<file path="src/rtl/multicycle_control_fsm.sv">
// Multi-cycle control unit for the 16-bit CR16-style core: sequences fetch, decode,
// execute, memory and writeback, with a memory-ready timeout and sticky halt/bus-error.
module multicycle_control_fsm #(
  parameter int INSTR_W    = 16,
  parameter int REG_ADDR_W = 4,
  parameter int FLAG_W     = 5,
  parameter int TIMEOUT    = 16,
  parameter int TIMEOUT_W  = 5
) (
  input  logic                  clock,
  input  logic                  reset,
  input  logic [INSTR_W-1:0]    instruction,
  input  logic [FLAG_W-1:0]     flags,
  input  logic                  mem_ready,
  output logic                  mem_req,
  output logic                  mem_we,
  output logic                  addr_sel,
  output logic                  ir_load,
  output logic                  pc_en,
  output logic [1:0]            pc_sel,
  output logic                  reg_we,
  output logic [1:0]            wb_sel,
  output logic [3:0]            alu_op,
  output logic [3:0]            alu_ext,
  output logic                  reg_or_imm,
  output logic [7:0]            imm,
  output logic [REG_ADDR_W-1:0] r_dest,
  output logic [REG_ADDR_W-1:0] r_src,
  output logic                  halted,
  output logic                  bus_error,
  output logic                  illegal,
  output logic [2:0]            dbg_state
);

  typedef enum logic [2:0] {
    S_FETCH     = 3'd0,
    S_DECODE    = 3'd1,
    S_EXECUTE   = 3'd2,
    S_MEM       = 3'd3,
    S_WRITEBACK = 3'd4,
    S_HALT      = 3'd5
  } state_e;

  localparam bit                   TIMEOUT_EN = (TIMEOUT != 0);
  localparam logic [TIMEOUT_W-1:0] WAIT_LAST  = TIMEOUT_EN ? TIMEOUT_W'(TIMEOUT - 1) : '0;

  state_e               state_q, state_d;
  logic [INSTR_W-1:0]   ir_q;
  logic [TIMEOUT_W-1:0] cnt_q, cnt_d;
  logic                 halted_q, bus_error_q;
  logic                 set_berr;

  logic [3:0] op_f, rd_f, ext_f, rs_f;
  logic       is_halt_ins, is_stor, wait_expired;

  assign op_f  = ir_q[INSTR_W-1  -: 4];
  assign rd_f  = ir_q[INSTR_W-5  -: 4];
  assign ext_f = ir_q[INSTR_W-9  -: 4];
  assign rs_f  = ir_q[INSTR_W-13 -: 4];

  assign is_halt_ins  = (ir_q == {INSTR_W{1'b1}});
  assign is_stor      = (ext_f == 4'b0100);
  assign wait_expired = TIMEOUT_EN && (cnt_q == WAIT_LAST);

  assign alu_op    = op_f;
  assign alu_ext   = ext_f;
  assign imm       = {ext_f, rs_f};
  assign r_dest    = REG_ADDR_W'(rd_f);
  assign r_src     = REG_ADDR_W'(rs_f);
  assign halted    = halted_q;
  assign bus_error = bus_error_q;
  assign dbg_state = state_q;

  // Flag bit map {N,Z,F,L,C}; only the low five bits take part.
  function automatic logic cond_true(input logic [3:0] code, input logic [4:0] f);
    logic n, z, fl, l, c;
    n  = f[4];
    z  = f[3];
    fl = f[2];
    l  = f[1];
    c  = f[0];
    case (code)
      4'h0:    return z;
      4'h1:    return !z;
      4'h2:    return c;
      4'h3:    return !c;
      4'h4:    return l;
      4'h5:    return !l;
      4'h6:    return n;
      4'h7:    return !n;
      4'h8:    return fl;
      4'h9:    return !fl;
      4'hA:    return !l && !z;
      4'hB:    return l || z;
      4'hC:    return !n && !z;
      4'hD:    return n || z;
      4'hE:    return 1'b1;
      default: return 1'b0;
    endcase
  endfunction

  always_comb begin
    state_d    = state_q;
    cnt_d      = '0;
    set_berr   = 1'b0;
    mem_req    = 1'b0;
    mem_we     = 1'b0;
    addr_sel   = 1'b0;
    ir_load    = 1'b0;
    pc_en      = 1'b0;
    pc_sel     = 2'd0;
    reg_we     = 1'b0;
    wb_sel     = 2'd0;
    reg_or_imm = 1'b0;
    illegal    = 1'b0;

    case (state_q)
      S_FETCH: begin
        mem_req = 1'b1;
        if (mem_ready) begin
          ir_load = 1'b1;
          state_d = S_DECODE;
        end else if (wait_expired) begin
          set_berr = 1'b1;
          state_d  = S_HALT;
        end else begin
          cnt_d = cnt_q + TIMEOUT_W'(1);
        end
      end

      S_DECODE: state_d = is_halt_ins ? S_HALT : S_EXECUTE;

      S_EXECUTE: begin
        state_d = S_FETCH;
        case (op_f)
          4'h0: begin
            reg_we = 1'b1;
            pc_en  = 1'b1;
          end
          4'h1, 4'h2, 4'h3, 4'h5, 4'h9, 4'hD: begin
            reg_we     = 1'b1;
            reg_or_imm = 1'b1;
            pc_en      = 1'b1;
          end
          4'hB: begin
            reg_or_imm = 1'b1;
            pc_en      = 1'b1;
          end
          4'h4: begin
            case (ext_f)
              4'b0000, 4'b0100: state_d = S_MEM;
              4'b1000: begin
                reg_we = 1'b1;
                wb_sel = 2'd2;
                pc_en  = 1'b1;
                pc_sel = 2'd2;
              end
              4'b1100: begin
                pc_en  = 1'b1;
                pc_sel = cond_true(rd_f, flags[4:0]) ? 2'd2 : 2'd0;
              end
              default: begin
                illegal = 1'b1;
                pc_en   = 1'b1;
              end
            endcase
          end
          4'hC: begin
            pc_en  = 1'b1;
            pc_sel = cond_true(rd_f, flags[4:0]) ? 2'd1 : 2'd0;
          end
          default: begin
            illegal = 1'b1;
            pc_en   = 1'b1;
          end
        endcase
      end

      // A store retires in its ready cycle; a load needs the writeback cycle.
      S_MEM: begin
        mem_req  = 1'b1;
        addr_sel = 1'b1;
        mem_we   = is_stor;
        if (mem_ready) begin
          if (is_stor) begin
            pc_en   = 1'b1;
            state_d = S_FETCH;
          end else begin
            state_d = S_WRITEBACK;
          end
        end else if (wait_expired) begin
          set_berr = 1'b1;
          state_d  = S_HALT;
        end else begin
          cnt_d = cnt_q + TIMEOUT_W'(1);
        end
      end

      S_WRITEBACK: begin
        reg_we  = 1'b1;
        wb_sel  = 2'd1;
        pc_en   = 1'b1;
        state_d = S_FETCH;
      end

      S_HALT:  state_d = S_HALT;
      default: state_d = S_FETCH;
    endcase

    // Reset silences every strobe, including a request still outstanding.
    if (reset) begin
      mem_req    = 1'b0;
      mem_we     = 1'b0;
      addr_sel   = 1'b0;
      ir_load    = 1'b0;
      pc_en      = 1'b0;
      pc_sel     = 2'd0;
      reg_we     = 1'b0;
      wb_sel     = 2'd0;
      reg_or_imm = 1'b0;
      illegal    = 1'b0;
    end
  end

  always_ff @(posedge clock) begin
    if (reset) begin
      state_q     <= S_FETCH;
      ir_q        <= '0;
      cnt_q       <= '0;
      halted_q    <= 1'b0;
      bus_error_q <= 1'b0;
    end else begin
      state_q <= state_d;
      cnt_q   <= cnt_d;
      if (ir_load) ir_q <= instruction;
      if (state_d == S_HALT) halted_q <= 1'b1;
      if (set_berr) bus_error_q <= 1'b1;
    end
  end

endmodule
</file>
<file path="config.mk">
export PLATFORM = sky130hd
export DESIGN_NAME = multicycle_control_fsm
export DESIGN_NICKNAME = d
export VERILOG_FILES = /design/src/rtl/multicycle_control_fsm.sv
export SDC_FILE = /design/constraint.sdc
export NUM_CORES = 1
export LEC_CHECK = 0
export CORE_UTILIZATION = 40
export DETAILED_ROUTE_END_ITERATION = 10
export GPL_TIMING_DRIVEN = 1
export PLACE_DENSITY_LB_ADDON = 0.2
export SLEW_MARGIN = 5
export SYNTH_ARGS = -nofsm -noshare
export SYNTH_HDL_FRONTEND = slang
export SYNTH_SLANG_ARGS = --single-unit
</file>
<file path="constraint.sdc">
create_clock -name clock -period 4.6 [get_ports clock]
set_input_delay 0.46 -clock clock [delete_from_list [all_inputs] [get_ports clock]]
set_output_delay 0.46 -clock clock [all_outputs]
set_load 0.02 [all_outputs]
</file>
* Word-level counts from Yosys, hierarchy flattened
Index checks and enable logic that the tools add are counted.
** Storage, ports and cells
- Bits in registers :: 26
- Input port bits :: 24
- Output and inout port bits :: 41
- Word-level logic and storage cells :: 114
** Operators by class
- $add $sub $neg :: 1
- Equality and inequality tests :: 34
- Muxes and demuxes :: 53
- Bitwise gates (word level) :: 1
- Reduce and logical (&&, ||, !) cells :: 20
** Operators with widths (count)
- $eq A4 B4 Y1 const B :: 13
- $mux W1 :: 31
- $eq A4 B3 Y1 const B :: 7
- $eq A16 B16 Y1 const B :: 1
- $eq A4 B2 Y1 const B :: 4
- $mux W2 :: 8
- $mux W3 :: 5
- $pmux W1 S15 :: 1
- $pmux W3 S5 :: 1
- $reduce_or A7 Y1 :: 2
- $logic_not A4 Y1 :: 3
- $pmux W2 S2 :: 3
- $eq A3 B3 Y1 const B :: 3
- $reduce_or A9 Y1 :: 1
- $eq A4 B1 Y1 const B :: 2
- $reduce_or A4 Y1 :: 2
- $eq A3 B2 Y1 const B :: 2
- $pmux W1 S2 :: 3
- $add A5 B1 Y5 const B :: 1
- $eq A5 B4 Y1 const B :: 1
- $logic_not A1 Y1 :: 5
- $reduce_or A2 Y1 :: 2
- $eq A3 B1 Y1 const B :: 1
- $logic_not A3 Y1 :: 1
- other kinds (4) :: 6

* Depth between registers and ports, before layout
- Word-level depth :: 11
- Depth in mapped cells :: 8
- Depth with buffers taken out :: 8

* Least setup slack after synthesis
Ideal clock, no wire load.
- Kind :: register to output
- From :: reg ir_q[9]
- To :: out pc_sel[0]
- Arrival :: 2010 ps
- Required time :: 4140 ps
- Slack :: 2130 ps
- Cell stages (with the launch flop) :: 7
- Path buffers :: 1
- Cells stage by stage :: dfxtp_1 -> clkbuf_1 -> mux2i_1 -> nand2_1 -> a311oi_1 -> nor3_1 -> nor4_1
** Between the ends
- Word-level cells in the longest chain between the ends :: 8
** RTL lines
- start: declaration :: RTL line 48 : logic [INSTR_W-1:0] ir_q;
- start signal: assignment :: RTL line 235 : if (ir_load) ir_q <= instruction;
- $eq A4 B4 Y1, or another cell as far along :: RTL line 82 : case (code)
- $pmux W1 S15 * :: RTL line 82
- $mux W1 * :: RTL line 135 : case (op_f)
- $mux W1 * :: RTL line 117 : case (state_q)
- $mux W1 * :: RTL line 170 : pc_sel = cond_true(rd_f, flags[4:0]) ? 2'd1 : 2'd0;
- $pmux W2 S2 * :: RTL line 135
- $mux W2 * :: RTL line 117
- $mux W2 * :: RTL line 211 : if (reset) begin
- end: declaration :: RTL line 20 : output logic [1:0] pc_sel,
Mark *: on every way between the ends. The rest lies on a longest branch, timed or not. The select of a mux whose other input is x is not followed.

* Final worst setup path
- From :: in reset
- To :: out reg_we
** Between the ends
- Word-level cells in the longest chain between the ends :: 1
** RTL lines
- start: declaration :: RTL line 11 : input logic reset,
- $mux W1 :: RTL line 211
- end: declaration :: RTL line 21 : output logic reg_we,
No other way between the ends.

==> results.txt <==
----------------------------------------------------
[Outcome]
  Run status ... finished clean

[Clock network]
  Clock tree from TritonCTS ... done
  Root Buffer ... clkbuf_8
  Number of buffers created by CTS ... 3
  Depth of the CTS H-tree ... 1
  CTS max path bufs ... 2
  Post-CTS setup buffers ... 0
  Sink count of the clock tree ... 26
  Post-cts resize count ... 0
  Number of buffers inserted for hold repair after clock tree synthesis ... 0
  Worst skew pair latency ... 270 ps
  Clock-pin slew on the worst setup and hold paths ... 80 ps

[Timing]
  Achievable Freq ... 0.319 GHz
  RSZ-0062 raised after global routing ... no
  Part of the cycle the worst path needs ... 68.2%
  Hold Slack ... 451 ps
  Total negative slack ... 0 ps
  Worst Tran Pin Value ... 677 ps
  Max Clock Skew ... 1.14 ps
  Count of endpoints failing hold in the final timing report ... 0
  Worst slew slack as a fraction of its limit ... 54.4%
  Count of final max-slew check failures ... 0
  Min Tclk post-route ... 3140 ps
  Final-report setup violation count ... 0

[Pwr]
  Pwr Density ... 254 nW/um^2
  Worst vdd rail ir drop ... 217 uV
  Post-layout power ... 541 uW
  LEAKAGE ... 0.752 nW

[Layout]
  Sequential cell area ... 520 sq um
  Final-layout fill cell count ... 339
  Area of combinational cells with multiple inputs ... 831 sq um
  Layout cell share with drive strength beyond 1 ... 3.23%
  Diode insertion count for antenna repair ... 0
  Nets ... 275
  Layout overhead on the synthesized area ... 41.5%
  Number of standard cells in the final layout excluding fillers ... 294

[Min path]
  Path category of the worst min-delay check ... reg -> reg
  Hold_sp ... bus_error$_SDFFE_PP0P_
  Cell count of the worst hold path ... 2
  Worst Hold Endpoint ... bus_error$_SDFFE_PP0P_

[Critical path]
  Category of cells accounting for the largest share of critical-path delay ... buffers and inverters
  Type of destination of the critical path ... output pin
  WP data arrival ... 2680 ps
  CP Buf/Inv Count ... 2
  Number of cells traversed by the worst register-to-register path ... 7
  R2R Setup Slk ... 2720 ps
  Start-to-end type of the worst setup path ... in -> out
  Most repeated library cell on the critical path ... clkdlybuf4s50_1
  Worst Path Max Fanout ... 11
  Critical register-to-register path startpoint ... cnt_q[0]$_SDFF_PP0_
  Required time of the critical path ... 4140 ps
  Max stage delay cell, worst path ... clkdlybuf4s50_1
  Startpoint type of the worst setup path ... input pin
  Capture point of the worst reg-to-reg path ... halted$_SDFFE_PP0N_
  Crit path largest cell delay ... 610 ps
  Cell-by-cell trace of the critical path ... clkdlybuf4s50_1 -> nor3_1 -> nand3_1 -> nor2_1 -> a211o_1 -> clkdlybuf4s50_1

[Synthesis]
  Most used DFF post-synth ... dfxtp_1
  Post-synthesis register bit count ... 26
  Part of the Yosys area used for sequential elements ... 34.6%
  Number of enable-type register cells in the synthesized netlist ... 0
  Synthesis Warnings ... 0
  Syn nets ... 228
  Mapped cell area ... 1500 sq um
  Post-synthesis average cell area ... 7.44 sq um
  Async S/R FF share, synth ... 0%
  Unique masters post-synth ... 44
  Post-Synthesis Cells ... 202

[Die]
  Starting utilization of the core area ... 43.3%
  Floorplan die area ... 4010 sq um
  Die Y-Extent ... 63.3 um
  Area of the core ... 3470 sq um
  Horiz. Die Dim ... 63.3 um
  Top Ports ... 65
  Number of placement rows ... 21

[Drt]
  Residual antenna-violating net count after detailed routing ... 0
  Drt wl/cell ... 13.4 um
  Routed via count ... 1,556
  Total detailed-routing wirelength ... 3.95 mm
  Ratio of routed vias to standard cells ... 5.29
  DRC violation count after routing ... 0
  Starting DRT DRC Count ... 80
  Count of TritonRoute iterations in the first routing pass ... 4

[GRT]
  Grt total ovfl ... 0
  Initial antenna violation count ... 0
  Maximum number of pins on one net before global-route repair ... 18
  Global router's overall resource usage ... 19.7%
  Via count of the first global-routing pass ... 1,339
  Global-route wire length before repair ... 6.28 mm

[Placement]
  Gp weighted congestion ... 0.853
  Number of instances in the placed design ... 290
  Number of port buffers ... 64
  Post-detailed-placement half-perimeter wirelength ... 2.85 mm

[Run]
  Number of maximum-capacitance constraint violations ... 0

----------------------------------------------------
-- cell usage after synthesis (3+ instances only) --
| cell | n | share of area [%] |
|---|---|---|
| nand4_1 | 5 | 2.1 |
| nor2_1 | 12 | 3.0 |
| nor4b_1 | 3 | 1.7 |
| nor2b_1 | 3 | 1.2 |
| dfxtp_1 | 26 | 35 |
| buf_2 | 4 | 1.3 |
| nand3_1 | 3 | 1.0 |
| mux2i_1 | 3 | 2.0 |
| o21ai_0 | 5 | 1.7 |
| clkbuf_1 | 8 | 2.0 |
| nand2_1 | 43 | 11 |
| nand2b_1 | 5 | 2.1 |
| and3_1 | 3 | 1.2 |
| nor3_1 | 8 | 2.7 |
| buf_4 | 8 | 4.0 |
| inv_1 | 4 | 1.0 |
| a21oi_1 | 23 | 7.7 |
| nor3b_1 | 3 | 1.5 |
-- flip-flops by register name (all words and copies together) (netlist names) --
name / cells
ir_q: 16
cnt_q: 5
dbg_state: 3
bus_error: 1
halted: 1
-- area by class of cell --
cell class | instances | share of cell area [%]
inverters | 4 | 0.706
clock buffers | 4 | 2.59
flip-flops and latches | 26 | 24.5
multi-input cells | 149 | 39.1
well taps | 46 | 2.71
repair buffers | 65 | 30.5
-- worst max path at each step --
| stage | startpoint | end | slack (ps) | cells past startpoint |
|---|---|---|---|---|
| global placement | reset | reg_we | 1510 | 6 |
| global route | reset | reg_we | 1270 | 6 |
| floorplan | ir_q[9]$_SDFFE_PP0P_ | pc_sel[0] | 2130 | 6 |
| CTS | reset | reg_we | 1490 | 6 |
| detailed placement | reset | reg_we | 1510 | 6 |
| finish | reset | reg_we | 1460 | 6 |
-- power breakdown --
part           leakage, nW  switching, mW  internal (mW)
Combinational        0.511         0.0671         0.0686
Clock               0.0288         0.0699         0.0766
Sequential           0.213         0.0222          0.237
Total                0.752          0.159          0.382
-- worst reg2reg max path, stage by stage (launching register included) --
cell      delay, ps
dfxtp_1         360
ha_1            180
and3_1          160
ha_1            190
or4b_4          480
a21boi_1        160
nand2b_1        180
a21oi_2         120
-- cell families (layout without fill, tap and decap cells) --
family	after synthesis	after routing	synth area share [%]
simple gates	100	100	33.6
fa+ha+maj	2	2	1.67
compound gates	41	41	16.3
buf+inv	27	73	10.1
xor+xnor	3	3	1.75
flops	26	26	34.6
mux	3	3	2.00
-- per-stage QoR --
stage	instance area [sq um]	setup WS, ps	utilization [%]
after floorplan	1500	2130	-
after global placement	2070	1510	59.7
after detailed placement	2070	1510	59.7
after CTS	2130	1490	61.3
after global routing	2130	1270	61.3
final	2130	1460	61.3
-- cell usage in the layout, fill, tap and decap left out, drive strengths merged, types with 4 or more instances in the layout --
cell	instances
a21oi	24
nor2	12
nor3	8
inv	4
nand2	43
clkdlybuf4s50	64
o21ai	5
dfxtp	26
clkbuf	4
nand2b	5
nand4	5
-- routing by layer --
| layer | vias to the layer above | routed length (um) | part of all wire, % | GRT usage (%) |
|---|---|---|---|---|
| met1 | 715 | 1860 | 47 | 24.9 |
| met3 | 8 | 192 | 4.9 | 4.17 |
| met2 | 44 | 1830 | 46 | 31.9 |
| met4 | 0 | 70 | 1.8 | 9.09 |
| li1 | 789 | - | - | - |
| met5 | - | 0 | 0 | 0 |
No activity file was read; power rests on OpenSTA's default activity.
